### config.mk
export PLATFORM = sky130hd
export DESIGN_NAME = rssi_agc_ctrl
export DESIGN_NICKNAME = d
export VERILOG_FILES = /design/src/rtl/rssi_agc_pkg.sv /design/src/rtl/rssi_agc_ctrl_gain_step.sv /design/src/rtl/rssi_agc_ctrl.sv
export SDC_FILE = /design/constraint.sdc
export NUM_CORES = 1
export LEC_CHECK = 0
export ABC_AREA = 1
export CAP_MARGIN = 10
export CORE_ASPECT_RATIO = 1.4
export CORE_MARGIN = 2
export CORE_UTILIZATION = 50
export DETAILED_ROUTE_END_ITERATION = 8
export GPL_TIMING_DRIVEN = 1
export PLACE_DENSITY_LB_ADDON = 0.12
export SLEW_MARGIN = 5
export SYNTH_ARGS = -nofsm -noshare
export SYNTH_HDL_FRONTEND = slang
export SYNTH_SLANG_ARGS = --single-unit
### constraint.sdc
create_clock -name clock -period 18.3 [get_ports clock]
set_input_delay 2.745 -clock clock [delete_from_list [all_inputs] [get_ports clock]]
set_output_delay 2.745 -clock clock [all_outputs]
set_load 0.02 [all_outputs]
### src/rtl/rssi_agc_pkg.sv
// rtl/rssi_agc_pkg.sv - shared types and defaults for the rssi AGC sequencer
//   Holds the FSM state encoding (enum for readable debug, plain 3-bit
//   constants for the legacy-compatible state register) and default widths.
package rssi_agc_pkg;

    localparam int DEFAULT_GAIN_W = 6;
    localparam int DEFAULT_CNT_W  = 16;

    typedef enum logic [2:0] {
        AGC_IDLE   = 3'd0,
        AGC_CLEAR  = 3'd1,
        AGC_SETTLE = 3'd2,
        AGC_DECIDE = 3'd3,
        AGC_HOLD   = 3'd4
    } agc_state_e;

    localparam logic [2:0] ST_IDLE   = 3'd0;
    localparam logic [2:0] ST_CLEAR  = 3'd1;
    localparam logic [2:0] ST_SETTLE = 3'd2;
    localparam logic [2:0] ST_DECIDE = 3'd3;
    localparam logic [2:0] ST_HOLD   = 3'd4;

endpackage

### src/rtl/rssi_agc_ctrl_gain_step.sv
// rtl/rssi_agc_ctrl_gain_step.sv - combinational signed gain step with clamp
//   Ports: gain (current code), delta (signed step), gain_min/gain_max
//   (clamp window), next_gain (stepped and clamped code).
//   Clamp order makes gain_min win when gain_min > gain_max.
module agc_gain_step
    import rssi_agc_pkg::*;
#(
    parameter int GAIN_W = DEFAULT_GAIN_W
) (
    input  logic [GAIN_W-1:0]        gain,
    input  logic signed [GAIN_W+1:0] delta,
    input  logic [GAIN_W-1:0]        gain_min,
    input  logic [GAIN_W-1:0]        gain_max,
    output logic [GAIN_W-1:0]        next_gain
);

    // Two extra bits: one for carry past the top code, one for sign, so
    // neither 63+1 nor 0-4 can wrap before the clamp sees it.
    logic signed [GAIN_W+1:0] sum;
    logic signed [GAIN_W+1:0] lo;
    logic signed [GAIN_W+1:0] hi;
    logic signed [GAIN_W+1:0] capped;

    always_comb begin
        lo     = $signed({2'b00, gain_min});
        hi     = $signed({2'b00, gain_max});
        sum    = $signed({2'b00, gain}) + delta;
        capped = (sum > hi) ? hi : sum;
        if (capped < lo) begin
            capped = lo;
        end
        next_gain = capped[GAIN_W-1:0];
    end

endmodule

### src/rtl/rssi_agc_ctrl.sv
// rtl/rssi_agc_ctrl.sv - closed-loop AGC sequencer around one rssi averager
//   Inputs : clock, reset (sync, active-high), enable, freeze, rssi,
//            over_count, target_hi, target_lo, over_thresh, settle_cyc,
//            dwell_cyc, gain_min, gain_max.
//   Outputs: rssi_en (averager enable, 0 clears it), gain, gain_strobe,
//            locked, state (debug).
//   Build option AGC_FAST_ATTACK_EN: overload seen during SETTLE or HOLD
//   cuts the wait short and goes straight to DECIDE.
module rssi_agc_ctrl
    import rssi_agc_pkg::*;
#(
    parameter int               GAIN_W    = DEFAULT_GAIN_W,
    parameter logic [GAIN_W-1:0] GAIN_INIT = GAIN_W'(20),
    parameter int               STEP      = 1,
    parameter int               STEP_BIG  = 4,
    parameter int               CNT_W     = DEFAULT_CNT_W
) (
    input  logic              clock,
    input  logic              reset,
    input  logic              enable,
    input  logic              freeze,
    input  logic [15:0]       rssi,
    input  logic [15:0]       over_count,
    input  logic [15:0]       target_hi,
    input  logic [15:0]       target_lo,
    input  logic [15:0]       over_thresh,
    input  logic [CNT_W-1:0]  settle_cyc,
    input  logic [CNT_W-1:0]  dwell_cyc,
    input  logic [GAIN_W-1:0] gain_min,
    input  logic [GAIN_W-1:0] gain_max,
    output logic              rssi_en,
    output logic [GAIN_W-1:0] gain,
    output logic              gain_strobe,
    output logic              locked,
    output logic [2:0]        state
);

    localparam logic signed [GAIN_W+1:0] D_UP   = (GAIN_W+2)'(STEP);
    localparam logic signed [GAIN_W+1:0] D_DOWN = -(GAIN_W+2)'(STEP);
    localparam logic signed [GAIN_W+1:0] D_BIG  = -(GAIN_W+2)'(STEP_BIG);

    logic [CNT_W-1:0]         cnt;
    logic                     overload;
    logic                     too_hot;
    logic                     too_cold;
    logic                     in_window;
    logic                     fast_abort;
    logic                     gain_change;
    logic signed [GAIN_W+1:0] delta;
    logic [GAIN_W-1:0]        next_gain;

    assign overload  = over_count > over_thresh;
    assign too_hot   = rssi > target_hi;
    assign too_cold  = rssi < target_lo;
    assign in_window = !overload && !too_hot && !too_cold;

`ifdef AGC_FAST_ATTACK_EN
    assign fast_abort = overload;
`else
    assign fast_abort = 1'b0;
`endif

    // Overload outranks the rssi window; hot outranks cold.
    always_comb begin
        delta = '0;
        if (overload) begin
            delta = D_BIG;
        end else if (too_hot) begin
            delta = D_DOWN;
        end else if (too_cold) begin
            delta = D_UP;
        end
    end

    agc_gain_step #(
        .GAIN_W (GAIN_W)
    ) u_gain_step (
        .gain      (gain),
        .delta     (delta),
        .gain_min  (gain_min),
        .gain_max  (gain_max),
        .next_gain (next_gain)
    );

    // A locked decision never touches gain, even if the current code sits
    // outside a freshly reprogrammed clamp window.
    assign gain_change = !in_window && !freeze && (next_gain != gain);

    // The averager runs everywhere except IDLE and the one-cycle CLEAR.
    assign rssi_en = (state == ST_SETTLE) || (state == ST_DECIDE) ||
                     (state == ST_HOLD);

    always_ff @(posedge clock) begin
        if (reset) begin
            state       <= ST_IDLE;
            gain        <= GAIN_INIT;
            gain_strobe <= 1'b0;
            locked      <= 1'b0;
            cnt         <= '0;
        end else begin
            gain_strobe <= 1'b0;
            if (!enable) begin
                state  <= ST_IDLE;
                locked <= 1'b0;
            end else begin
                case (state)
                    ST_IDLE: begin
                        state <= ST_CLEAR;
                    end
                    ST_CLEAR: begin
                        cnt   <= settle_cyc;
                        state <= ST_SETTLE;
                    end
                    ST_SETTLE, ST_HOLD: begin
                        if (cnt == '0 || fast_abort) begin
                            state <= ST_DECIDE;
                        end else begin
                            cnt <= cnt - CNT_W'(1);
                        end
                    end
                    ST_DECIDE: begin
                        locked <= in_window;
                        if (gain_change) begin
                            gain        <= next_gain;
                            gain_strobe <= 1'b1;
                            state       <= ST_CLEAR;
                        end else begin
                            cnt   <= dwell_cyc;
                            state <= ST_HOLD;
                        end
                    end
                    default: begin
                        state <= ST_IDLE;
                    end
                endcase
            end
        end
    end

endmodule
==> results.py, run 1 <==
metrics = {
    "status": {
        "status": "finished clean",
    },
    "finish": {
        "final_cell_area_mm2": 0.005384,
        "area_delta_synth_final_pct": 38.09,
        "nets": 946,
        "final_util_pct": 70.33,
        "antenna_cells": 0,
        "drive_gt1_share_pct": 4.800,
    },
    "min_path": {
        "min_from": "cnt[1]$_SDFFE_PP0P_",
        "hp-class": "flop to flop",
        "holdPathStages": 2,
    },
    "synthesis": {
        "syn_inst": 620,
        "syn-cell-area_mm2": 0.003899,
        "synth_largest_area_cell": "ha_1",
        "synth-edff-count": 0,
        "synthFlopType": "dfxtp_1",
        "synth-seq-cells": 27,
        "syn_avg_cell_area_um2": 6.288,
        "async_reset_ff_share_pct": 0,
        "yosys.area.top_type_share_pct": 21.18,
        "synth_warnings": 0,
        "syn_nets": 815,
        "post_synth_num_cell_types": 35,
        "seq_area_frac_synth_pct": 13.86,
        "ys_top_cells_by_area": "ha_1, nand2_1, dfxtp_1, inv_1, nor2_1",
    },
    "drt": {
        "drt_iter0_markers": 130,
        "drtPass1Iterations": 4,
        "num_vias": 4349,
        "drcViolationCount": 0,
        "ant_nets": 0,
        "vias_per_cell": 5.116,
        "wl_per_cell_um": 12.26,
        "wl_mm": 10.42,
    },
    "global_route": {
        "grtUsageMet2_pct": 50.06,
        "grtUsageMet3_pct": 1.920,
        "antenna_found_initial": 0,
        "grt_pass1_wl_mm": 17.55,
        "grt_max_degree": 30,
        "grt_pass1_vias": 4306,
        "grt_util_all_layers_pct": 24.80,
        "grt_overflow": 0,
        "grt_busiest_layer": "met2",
        "groute.layer.met1.usage_pct": 25.55,
    },
    "clock_tree": {
        "cts_resized": 0,
        "h-tree-depth": 1,
        "root_buffer": "clkbuf_8",
        "clkSlewWorstSetupHoldPaths_ns": 0.09,
        "cts_num_sinks": 27,
        "clkLatencyLatePin_ns": 0.28,
        "cts_hold_buf": 0,
        "cts_setup_buffers": 0,
        "cts_tree": "done",
        "cts_buffers": 3,
        "cts_max_path_buffers": 2,
    },
    "setup_path": {
        "slowest_stage": "nand3_2",
        "r2r_cells": 30,
        "crit_path_frequent_cell": "nand2_1",
        "crit_required_ns": 18.47,
        "cp-end-kind": "flop",
        "worstSetupPathType": "input port to flop",
        "crit_fanout": 29,
        "startpoint_type": "input port",
        "r2r_start": "gain[2]$_SDFFE_PP1P_",
        "critPathArrivalTime_ns": 9.19,
        "max_stage_delay_ns": 0.53,
        "crit_start": "target_lo[1]",
    },
    "placement": {
        "portBuffers": 139,
        "gp_congestion": 0.8666,
        "dp_hpwl_mm": 8.783,
        "dpl_cell_area_mm2": 0.005339,
        "pre_cts_slack_ns": 9.019,
    },
    "sta": {
        "finalSetupViolCount": 0,
        "drv_slew": 0,
        "fin_skew_ns": 0.007966,
        "min_period_ns": 9.020,
        "rsz0062_at_grt": "no",
        "hold_viol_final": 0,
        "relSlewSlack_pct": 53.84,
        "max_freq_mhz": 110.9,
        "finalCritPeriodShare_pct": 49.29,
        "max_slew.worst_pin.slew_ns": 0.6916,
        "finalSetupTns_ns": 0,
        "setup_ws_ns": 9.280,
    },
    "die": {
        "core_mm2": 0.007655,
        "start_util_pct": 50.93,
        "die_y_um": 108.5,
        "dieArea_mm2": 0.008530,
        "rows": 38,
        "die_width_um": 78.63,
        "io_pins": 140,
    },
    "power": {
        "finalPower_w": 0.0002715,
        "p_leak_nw": 2.812,
        "ir_worst_vdd_mv": 0.04685,
        "power_density_mw_per_mm2": 50.43,
    },
    "flow_run": {
        "maxCapViolCount": 0,
    },
}
-- critical path: cells and delay by family --
kind | cells | cell delay, ns
AOI/OAI and AO/OA | 11 | 1.78
and+or+nand+nor | 25 | 2.85
xor gates and xnor gates | 1 | 0.23
adders and majority gates | 4 | 1.04
buffers and inverters | 3 | 0.55
-- stage by stage --
step / hold slack (ns) / std cells
final: 0.5324 / 850
after global routing: 0.5445 / 850
after CTS: 0.5376 / 850
after detailed placement: 0.5161 / 846
after global placement: 0.4938 / 846
after floorplan: 0.4741 / 620
-- cells in the mapped netlist (3+ instances only) --
| library cell | number |
|---|---|
| o211ai_1 | 11 |
| xnor2_1 | 3 |
| nand3b_1 | 7 |
| a21oi_2 | 9 |
| dfxtp_1 | 27 |
| nor3_1 | 3 |
| nand4_1 | 6 |
| a21o_1 | 3 |
| buf_2 | 6 |
| nand2_2 | 8 |
| nand2_1 | 154 |
| inv_1 | 108 |
| a221oi_1 | 7 |
| nor2_1 | 67 |
| a21oi_1 | 36 |
| ha_1 | 66 |
| clkbuf_1 | 6 |
| nand3_1 | 41 |
| nand3_2 | 7 |
| xor2_1 | 14 |
| o21ai_0 | 9 |
-- cell usage in the layout, fill, tap and decap left out, types with 3 or more instances in the layout --
cell type | synthesis | final
a21o_1 | 3 | 3
a21oi_1 | 36 | 35
a21oi_2 | 9 | 10
a221oi_1 | 7 | 7
clkbuf_8 | 0 | 3
clkdlybuf4s50_1 | 0 | 139
dfxtp_1 | 27 | 27
ha_1 | 66 | 66
inv_1 | 108 | 108
nand2_1 | 154 | 154
nand2_2 | 8 | 8
nand3_1 | 41 | 41
nand3_2 | 7 | 7
nand3b_1 | 7 | 7
nand4_1 | 6 | 6
nor2_1 | 67 | 67
nor3_1 | 3 | 3
o211ai_1 | 11 | 11
o21ai_0 | 9 | 9
xnor2_1 | 3 | 3
xor2_1 | 14 | 14
-- layout make-up --
type | count | area, µm²
Tap cell | 100 | 125.1
Multi-Input combinational cell | 467 | 2850
Fill cell | 691 | 2271
Timing Repair Buffer | 141 | 1406
Sequential cell | 27 | 540.5
Inverter | 111 | 416.7
Clock buffer | 4 | 45.04
-- worst paths after layout --
path                           to  slack (ns)
max          cnt[12]$_SDFFE_PP0P_        9.28
min           cnt[1]$_SDFFE_PP0P_        0.53
max reg2reg  cnt[12]$_SDFFE_PP0P_       13.14
min reg2reg   cnt[1]$_SDFFE_PP0P_        0.53
-- flip-flops by register name (all words and copies together) (netlist names) --
name,cells
gain_strobe,1
gain,6
cnt,16
locked,1
state,3
-- report_power, final --
part           internal [W]  switching, W
Combinational     0.0000774     0.0000945
Clock             0.0000156     0.0000188
Sequential        0.0000616    0.00000350
Total              0.000155      0.000117
-- kinds of logic (layout without fill, tap and decap cells) --
group                    Yosys count  in the layout  synth area share [%]
buffers and inverters            126            256                 13.13
AND/OR/NAND/NOR                  298            298                 33.57
flip-flops                        27             27                 13.86
adder cells (fa/ha/maj)           67             67                 21.69
AO/OA/AOI/OAI                     85             85                 13.93
XOR/XNOR                          17             17                 3.819
-- per-layer routing --
metal  share of wire, %  vias to the layer above  routed length (µm)
li1                   -                     2262                   -
met1                 39                     1922                4037
met2                 53                      138                5523
met3                4.9                       27                 508
met4                3.4                        0                 350
met5                  0                        -                   0
Power figures use the tool's default switching activity.
==> run 2: changes to the inputs <==
CORE_UTILIZATION = 42   (was 50)
clock period = 7.8 ns   (was 18.3 ns; I/O delays follow)
==> run 2 against run 1 <==
Net effect: critical path depth down 3; total power rose to 2.5 times the previous value; critical endpoint is now cnt[13]$_SDFFE_PP0P_; combinational power up 140%; sequential cell count unchanged; first-iteration DRC count up 35%; utilization down 9.9 points; clock-buffer cell count unchanged; cell area up 1.4%.
==> results.py, run 2 (synthesis gave the netlist of run 1 again) <==
metrics = {
    "sta": {
        "finalCritPeriodShare_pct": 92.22,
        "max_slew.worst_pin.slew_ns": 0.7225,
        "setup_ws_ns": 0.6071,
        "rsz0062_at_grt": "no",
        "hold_viol_final": 0,
        "drv_slew": 0,
        "fin_skew_ns": 0.001777,
        "min_period_ns": 7.193,
        "max_freq_mhz": 139.0,
        "relSlewSlack_pct": 51.78,
        "finalSetupViolCount": 0,
        "whs_ns": 0.5252,
    },
    "die": {
        "dieArea_mm2": 0.01008,
        "rows": 41,
        "die_width_um": 85.43,
        "core_mm2": 0.009029,
        "start_util_pct": 43.18,
        "die_y_um": 118,
        "io_pins": 140,
    },
    "power": {
        "sw_frac_of_total_pct": 41.40,
        "combinationalPowerShare_pct": 60.1,
        "power_density_mw_per_mm2": 125.1,
        "power.switching_w": 0.0002828,
        "intPower_w": 0.0004003,
        "ir_worst_vdd_mv": 0.09175,
        "p_leak_nw": 2.842,
        "seqPwrFrac_pct": 22.3,
        "power_frac_clock_pct": 17.6,
    },
    "clock_tree": {
        "clkSlewWorstSetupHoldPaths_ns": 0.07,
        "clkLatencyLatePin_ns": 0.27,
        "root_buffer": "clkbuf_16",
        "cts_buffers": 3,
        "cts_setup_buffers": 0,
        "cts_max_path_buffers": 2,
        "h-tree-depth": 1,
        "cts_num_sinks": 27,
        "cts_tree": "done",
    },
    "setup_path": {
        "worst-path-buf-inv": 3,
        "critPathArrivalTime_ns": 7.36,
        "max_stage_delay_ns": 0.45,
        "cp-end-kind": "flop",
        "r2r_cells": 28,
        "crit_required_ns": 7.97,
        "cp_top_family": "simple AND/OR/NAND/NOR gates",
        "cp_num_cells": 41,
        "worstSetupPathType": "input port to flop",
        "startpoint_type": "input port",
        "slowest_stage": "clkdlybuf4s50_1",
        "crit_fanout": 28,
        "crit_path_frequent_cell": "nand2_1",
    },
    "global_route": {
        "antenna_found_initial": 0,
        "grt_overflow": 0,
        "grt_pass1_vias": 4357,
        "grt_max_degree": 29,
        "grt_util_all_layers_pct": 21.63,
        "grt_pass1_wl_mm": 18.18,
    },
    "finish": {
        "antenna_cells": 0,
        "nets": 949,
        "regMostFlops": "cnt",
        "final_cell_mix": "nand2_1, clkdlybuf4s50_1, inv_1, nor2_1, ha_1",
        "largest_register_ffs": 16,
        "nFillCells": 871,
        "top_regs": "cnt: 16 flops, gain: 6 flops, state: 3 flops",
        "drive_gt1_share_pct": 5.312,
        "layout_commonest_cell": "nand2_1",
        "area_delta_synth_final_pct": 40.05,
    },
    "placement": {
        "pre_cts_slack_ns": -0.002292,
        "gp_congestion": 0.8795,
        "portBuffers": 139,
        "dp_hpwl_mm": 9.253,
    },
    "drt": {
        "drt_iter0_markers": 175,
        "vias_per_cell": 5.036,
        "wl_mm": 10.99,
        "wl_per_cell_um": 12.78,
        "ant_nets": 0,
        "drtPass1Iterations": 4,
        "num_vias": 4331,
        "drcViolationCount": 0,
    },
    "min_path": {
        "hp-class": "flop to flop",
        "holdPathStages": 2,
    },
    "flow_run": {
        "maxCapViolCount": 0,
    },
    "status": {
        "status": "finished clean",
    },
}
==> run 2: worst reg2reg max path: cells and delay by family, from the launching register on <==
kind	cells	cell delay [ns]
AND/OR/NAND/NOR	16	1.81
buffers and inverters	1	0.29
AO/OA/AOI/OAI	7	1.05
adder cells (fa/ha/maj)	3	0.90
flip-flops	1	0.45
XOR/XNOR	1	0.22
==> run 2: repair_timing <==
| action | in CTS | in global routing |
|---|---|---|
| resized for setup | 0 | 3 |
| endpoints found under the setup margin | 0 | 18 |
| hold buffers | 0 | 0 |
==> run 2: metrics by stage <==
| step | area (µm²) | utilization, % | TNS [ns] | cells | power (W) |
|---|---|---|---|---|---|
| finish | 5460 | 60.48 | 0 | 860 | 0.0006831 |
| CTS | 5449 | 60.35 | 0 | 860 | 0.0006840 |
| global route | 5460 | 60.48 | 0 | 860 | 0.0007508 |
| detailed placement | 5370 | 59.48 | -0.002292 | 856 | 0.0005619 |
| global placement | 5370 | 59.48 | 0 | 856 | 0.0005509 |
| floorplan | 3899 | - | 0 | 620 | 0.0004354 |
==> run 2: power by group through the flow <==
stage               clock network [W]  logic [W]  registers [W]
floorplan                           0   0.000281       0.000155
detailed placement                  0   0.000406       0.000156
finish                       0.000120   0.000410       0.000153
global route                 0.000127   0.000471       0.000153
global placement                    0   0.000395       0.000155
CTS                          0.000122   0.000409       0.000153
==> run 2: worst paths after layout <==
path | to | from | slack, ns
max | cnt[13]$_SDFFE_PP0P_ | target_lo[1] | 0.61
min | cnt[1]$_SDFFE_PP0P_ | cnt[1]$_SDFFE_PP0P_ | 0.53
max reg2reg | cnt[13]$_SDFFE_PP0P_ | gain[2]$_SDFFE_PP1P_ | 3.00
min reg2reg | cnt[1]$_SDFFE_PP0P_ | cnt[1]$_SDFFE_PP0P_ | 0.53
==> run 2: cell type report <==
class,instances,area (µm²),area share [%]
Sequential cell,27,540.5,9.899
Inverter,111,416.7,7.631
Tap cell,107,133.9,2.452
Multi-Input combinational cell,467,2861,52.41
Timing Repair Buffer,144,1429,26.17
Clock buffer,4,78.83,1.444
==> run 2: per-layer routing <==
layer	vias to the layer above	part of all wire, %	global-route usage, %
li1	2261	-	-
met4	0	1.9	6.746
met3	14	4.6	1.683
met5	-	0	0
met1	1934	37	21.31
met2	122	56	45.17
